**src/rtl/counter_ctrl.sv**
```systemverilog
`default_nettype none
// ============================================================================
//  Module      : counter_ctrl
//  Description : Push-button front end for an up/down counter. Synchronises
//                and debounces two raw buttons, arbitrates simultaneous
//                presses, auto-repeats while a key is held, guards the count
//                limits and issues single-cycle inc/dec pulses.
//  Revision    : 1.0 - initial release
// ============================================================================
module counter_ctrl #(
    parameter int DEB_CYCLES = 1_000_000,
    parameter int RPT_DELAY  = 50_000_000,
    parameter int RPT_RATE   = 10_000_000,
    parameter int CNT_W      = 7,
    parameter int CNT_MAX    = 99
) (
    input  logic             clk,
    input  logic             reset,
    input  logic             btn_inc,
    input  logic             btn_dec,
    input  logic [CNT_W-1:0] count,
    output logic             inc,
    output logic             dec,
    output logic [1:0]       state
);

    localparam int c_DEB_W   = $clog2(DEB_CYCLES + 1);
    localparam int c_TMR_MAX = (RPT_DELAY > RPT_RATE) ? RPT_DELAY : RPT_RATE;
    localparam int c_TMR_W   = $clog2(c_TMR_MAX + 1);

    localparam logic [c_DEB_W-1:0] c_DEB_LAST  = c_DEB_W'(DEB_CYCLES);
    localparam logic [c_DEB_W-1:0] c_DEB_ONE   = c_DEB_W'(1);
    localparam logic [c_TMR_W-1:0] c_TMR_DELAY = c_TMR_W'(RPT_DELAY);
    localparam logic [c_TMR_W-1:0] c_TMR_RATE  = c_TMR_W'(RPT_RATE);
    localparam logic [c_TMR_W-1:0] c_TMR_ONE   = c_TMR_W'(1);
    localparam logic [CNT_W-1:0]   c_CNT_MAX   = CNT_W'(CNT_MAX);
    localparam logic [CNT_W-1:0]   c_CNT_ZERO  = '0;

    typedef enum logic [1:0] {
        ST_IDLE     = 2'd0,
        ST_HOLD_INC = 2'd1,
        ST_HOLD_DEC = 2'd2,
        ST_LOCK     = 2'd3
    } state_t;

    // Index 0 is the increment button, index 1 the decrement button.
    logic [1:0] w_raw;
    logic [1:0] w_deb;
    logic [1:0] r_deb_d;

    assign w_raw = {btn_dec, btn_inc};

    generate
        for (genvar i = 0; i < 2; i++) begin : g_btn
            logic               r_meta;
            logic               r_sync;
            logic               r_level;
            logic [c_DEB_W-1:0] r_cnt;

            // Two-flop synchroniser followed by a run-length debouncer: the
            // level flips on the sample after DEB_CYCLES differing samples.
            always_ff @(posedge clk or posedge reset) begin
                if (reset) begin
                    r_meta  <= 1'b0;
                    r_sync  <= 1'b0;
                    r_level <= 1'b0;
                    r_cnt   <= '0;
                end else begin
                    r_meta <= w_raw[i];
                    r_sync <= r_meta;
                    if (r_sync == r_level) begin
                        r_cnt <= '0;
                    end else if (r_cnt == c_DEB_LAST) begin
                        r_level <= r_sync;
                        r_cnt   <= '0;
                    end else begin
                        r_cnt <= r_cnt + c_DEB_ONE;
                    end
                end
            end

            assign w_deb[i] = r_level;
        end
    endgenerate

    logic w_di, w_dd, w_di_rise, w_dd_rise;

    assign w_di      = w_deb[0];
    assign w_dd      = w_deb[1];
    assign w_di_rise = w_deb[0] & ~r_deb_d[0];
    assign w_dd_rise = w_deb[1] & ~r_deb_d[1];

    state_t             r_state, w_state_next;
    logic [c_TMR_W-1:0] r_timer, w_timer_next;
    logic               w_inc_req, w_dec_req;
    logic               r_inc, r_dec;

    // Registers: FSM state, repeat timer, edge-detect history and the
    // limit-guarded output pulses.
    always_ff @(posedge clk or posedge reset) begin
        if (reset) begin
            r_state <= ST_IDLE;
            r_timer <= '0;
            r_deb_d <= 2'b00;
            r_inc   <= 1'b0;
            r_dec   <= 1'b0;
        end else begin
            r_state <= w_state_next;
            r_timer <= w_timer_next;
            r_deb_d <= w_deb;
            r_inc   <= w_inc_req && (count < c_CNT_MAX);
            r_dec   <= w_dec_req && (count != c_CNT_ZERO);
        end
    end

    // Next-state, timer and pulse-request logic. A timer value of 1 means
    // it reaches zero on this edge, so the repeat pulse is issued now.
    always_comb begin
        w_state_next = r_state;
        w_timer_next = r_timer;
        w_inc_req    = 1'b0;
        w_dec_req    = 1'b0;
        case (r_state)
            ST_IDLE: begin
                if (w_di && w_dd) begin
                    w_state_next = ST_LOCK;
                end else if (w_di_rise) begin
                    w_inc_req    = 1'b1;
                    w_timer_next = c_TMR_DELAY;
                    w_state_next = ST_HOLD_INC;
                end else if (w_dd_rise) begin
                    w_dec_req    = 1'b1;
                    w_timer_next = c_TMR_DELAY;
                    w_state_next = ST_HOLD_DEC;
                end
            end
            ST_HOLD_INC: begin
                if (r_timer != '0) begin
                    w_timer_next = r_timer - c_TMR_ONE;
                end
                if (!w_di) begin
                    w_state_next = ST_IDLE;
                end else if (w_dd) begin
                    w_state_next = ST_LOCK;
                end else if (r_timer == c_TMR_ONE) begin
                    w_inc_req    = 1'b1;
                    w_timer_next = c_TMR_RATE;
                end
            end
            ST_HOLD_DEC: begin
                if (r_timer != '0) begin
                    w_timer_next = r_timer - c_TMR_ONE;
                end
                if (!w_dd) begin
                    w_state_next = ST_IDLE;
                end else if (w_di) begin
                    w_state_next = ST_LOCK;
                end else if (r_timer == c_TMR_ONE) begin
                    w_dec_req    = 1'b1;
                    w_timer_next = c_TMR_RATE;
                end
            end
            ST_LOCK: begin
                if (!w_di && !w_dd) begin
                    w_state_next = ST_IDLE;
                end
            end
            default: begin
                w_state_next = ST_IDLE;
            end
        endcase
    end

    assign inc   = r_inc;
    assign dec   = r_dec;
    assign state = r_state;

endmodule
`default_nettype wire

```
**config.mk**
```make
export PLATFORM = sky130hd
export DESIGN_NAME = counter_ctrl
export DESIGN_NICKNAME = d
export VERILOG_FILES = /design/src/rtl/counter_ctrl.sv
export SDC_FILE = /design/constraint.sdc
export NUM_CORES = 1
export LEC_CHECK = 0
export ABC_CLOCK_PERIOD_IN_PS = 2500
export CAP_MARGIN = 20
export CORE_ASPECT_RATIO = 0.5
export CORE_MARGIN = 2
export CORE_UTILIZATION = 50
export CTS_BUF_LIST = sky130_fd_sc_hd__clkbuf_2
export CTS_CLUSTER_SIZE = 8
export DETAILED_ROUTE_END_ITERATION = 7
export GPL_ROUTABILITY_DRIVEN = 0
export PLACE_DENSITY = 0.78
export SYNTH_ARGS = -nofsm -noshare
export SYNTH_HDL_FRONTEND = slang
export SYNTH_SLANG_ARGS = --single-unit
```
**constraint.sdc**
```tcl
create_clock -name clk -period 2.5 [get_ports clk]
set_input_delay 0.5 -clock clk [delete_from_list [all_inputs] [get_ports clk]]
set_output_delay 0.5 -clock clk [all_outputs]
set_load 0.01 [all_outputs]
```
==> metrics <==
first-pass GRT wire length 16,800 um; initial antenna violation count 0; vias in the first global route 3,540; Post-synth ARST share 1.00; Die Ht just over 70 um; Port-buffer cells 14; Synth area leaders dfrtp_1 (44%), nor2_1 (5.6%), xor2_1 (4.0%); FF+latch count, synth 78; CTS clk-pin slew, worst paths 0.21 ns; synthesis-to-finish area growth 13.7%; DP Wirelength 6930 um; pre-CTS setup slack ~0.065 ns; Synth top cells by count dfrtp_1 (78), nor2_1 (66), nand2_1 (38), nand3_1 (27); worst path required time 3.02 ns; PwrDens between 400 and 500 nW/um^2; max cap viols 0; Slew Limit Fails 0; Syn Std Cell Area approximately 4400 sq um; vias per cell about 5.9; Hold WS 0.210 ns; worst-path cell chain or4_4 > or3_4 > a2111oi_4 > or2_4 > buf_4 > o22a_1; Post-DRT Antenna Nets 0; run status finished, final reports clean; Initial Utilization 0.512; Pleak 2.17 nW; DR DRC count 0; core box area 8650 sq um; DRT iter0 DRCs 375; Yosys Warn Count 0; Least-Margin Pin Slew around 0.7 ns; Hold Vio Cnt, Final 0; clock sinks 78; clk root buf clkbuf_2; share of layout cells above drive strength 1 0.148; Highest Clock Rate 406 MHz; most frequent cell after synthesis dfrtp_1; diode count 0; H-tree Lvls 3; Detailed Routing Iterations Pass 1 5; deepest clock path buffer count 2; WL final 9930 um; Mapped Cells 477; WL/cell 15.5 um; count of final setup violators 0; post-route clock period utilization 0.985; flop2flop setup slack approximately 0.037 ns; worst hold path type in2async; Tmin final 2.46 ns; die area just under 10,000 sq um; sequential share of the synthesized area 0.441; number of flops mapped to enable cells by yosys 0; crit start category register; slowest stage delay, CP 0.59 ns; fin area 5030 sq um; TritonCTS clock tree done; GR Util All Layers 0.220; Critical Path End Type register; grt ovf 0; post-route setup slack ~0.037 ns; largest net degree at the start of global routing 46; Post-DP Area around 4800 sq um; I/O Pins 15; Most used DFF post-synth dfrtp_1; Core Rows 24; vias post-DR between 3,000 and 4,000; Post-Syn Nets 499; x dimension of the die ~140 um; area share of the largest cell type after synthesis 0.441; area leader, netlist dfrtp_1; final total power a little over 2 mW; TritonCTS buffer count 9; crit-path max FO 5; reg2reg path depth 6; worst rel slew slack 0.534; syn avg cell area 9.28 sq um; Max VDD drop 210 uV; slowest stage cell, crit path or4_4; nets 539; worst skew pair latency about 0.57 ns; Distinct cells, synth 64; crit path kind reg2reg; CP Data Arrival Time 2.99 ns; clock skew 0.0199 ns
-- metrics by stage --
stage	std cells	TNS, ns	util
finish	639	0	0.581
detailed placement	616	0	0.559
CTS	632	0	0.571
global route	639	-0.0745	0.581
floorplan	477	0	-
global placement	616	0	0.559
-- layer usage --
metal | vias to the layer above | routed length, um | GRT usage | part of all wire
met1 | 1804 | 4460 | 0.302 | 0.45
met3 | 26 | 634 | 0.0559 | 0.064
met2 | 134 | 4600 | 0.338 | 0.46
li1 | 1801 | - | - | -
met5 | - | 0 | 0 | 0
met4 | 0 | 238 | 0.0790 | 0.024
-- critical path: cells and delay by family, from the launching register on --
kind	cells	cell delay (ns)
AO/OA/AOI/OAI	2	0.57
buffers and inverters	1	0.10
flip-flops	1	0.49
AND/OR/NAND/NOR	3	1.26
-- timing repair --
action                                  in CTS  in global routing
resized for setup                            0                 10
hold buffers                                 0                  0
endpoints found under the setup margin       0                 20
buffers inserted                             0                  7
-- layout by cell type, fill, tap and decap left out, types with 5 or more instances in the layout --
master / Yosys / layout
nand2_1: 38 / 38
a21oi_1: 17 / 16
o21ai_0: 20 / 20
nand3_1: 27 / 27
nor3_1: 19 / 19
clkbuf_2: 0 / 9
clkdlybuf4s50_1: 0 / 14
or3_1: 10 / 8
a31oi_1: 5 / 5
and4_1: 5 / 5
nand2b_1: 6 / 6
o21ai_1: 7 / 7
inv_1: 16 / 14
ha_1: 11 / 11
and3_1: 5 / 5
nor4b_1: 6 / 6
xor2_1: 20 / 20
nand4_1: 7 / 7
dfrtp_1: 78 / 77
xnor2_1: 14 / 14
nor2_1: 66 / 66
o31ai_1: 10 / 10
buf_4: 0 / 29
-- final timing paths --
kind	startpoint	end
setup / recovery	r_timer[19]	r_timer[23]
hold / removal	reset	r_timer[7]
setup reg to reg	r_timer[19]	r_timer[23]
hold reg to reg	g_btn[0].r_meta	g_btn[0].r_sync
max in group asynchronous	reset	g_btn[0].r_cnt[2]
min in group clk	btn_dec	g_btn[1].r_meta
-- area by class of cell --
type                    instances  area [sq um]
fillers                       757          3620
multi-input cells             368          2380
flip-flops and latches         78          1950
repair buffers                 44           378
well taps                     117           146
clock inverters                 7          63.8
inverters                      16          61.3
clock buffers                   9          45.0
-- where the power goes --
group          internal, mW  switching [mW]  total [mW]
registers              1.27          0.0117        1.29
clock network         0.224           0.464       0.688
logic                0.0325          0.0514      0.0839
total                  1.53           0.527        2.06
-- kinds of logic after synthesis --
| family | synth area share |
|---|---|
| xor gates and xnor gates | 0.0673 |
| DFF | 0.441 |
| AOI/OAI and AO/OA | 0.161 |
| adders and majority gates | 0.0311 |
| and+or+nand+nor | 0.261 |
| muxes | 0.00962 |
| buffers and inverters | 0.0283 |
-- state kept, by name (all words and copies together) (netlist names) --
| register | cells |
|---|---|
| g_btn.r_meta | 2 |
| dec | 1 |
| r_timer | 26 |
| state | 2 |
| g_btn.r_cnt | 40 |
| r_deb_d | 2 |
| inc | 1 |
| g_btn.r_level | 2 |
| g_btn.r_sync | 2 |
Power figures use the tool's default switching activity.
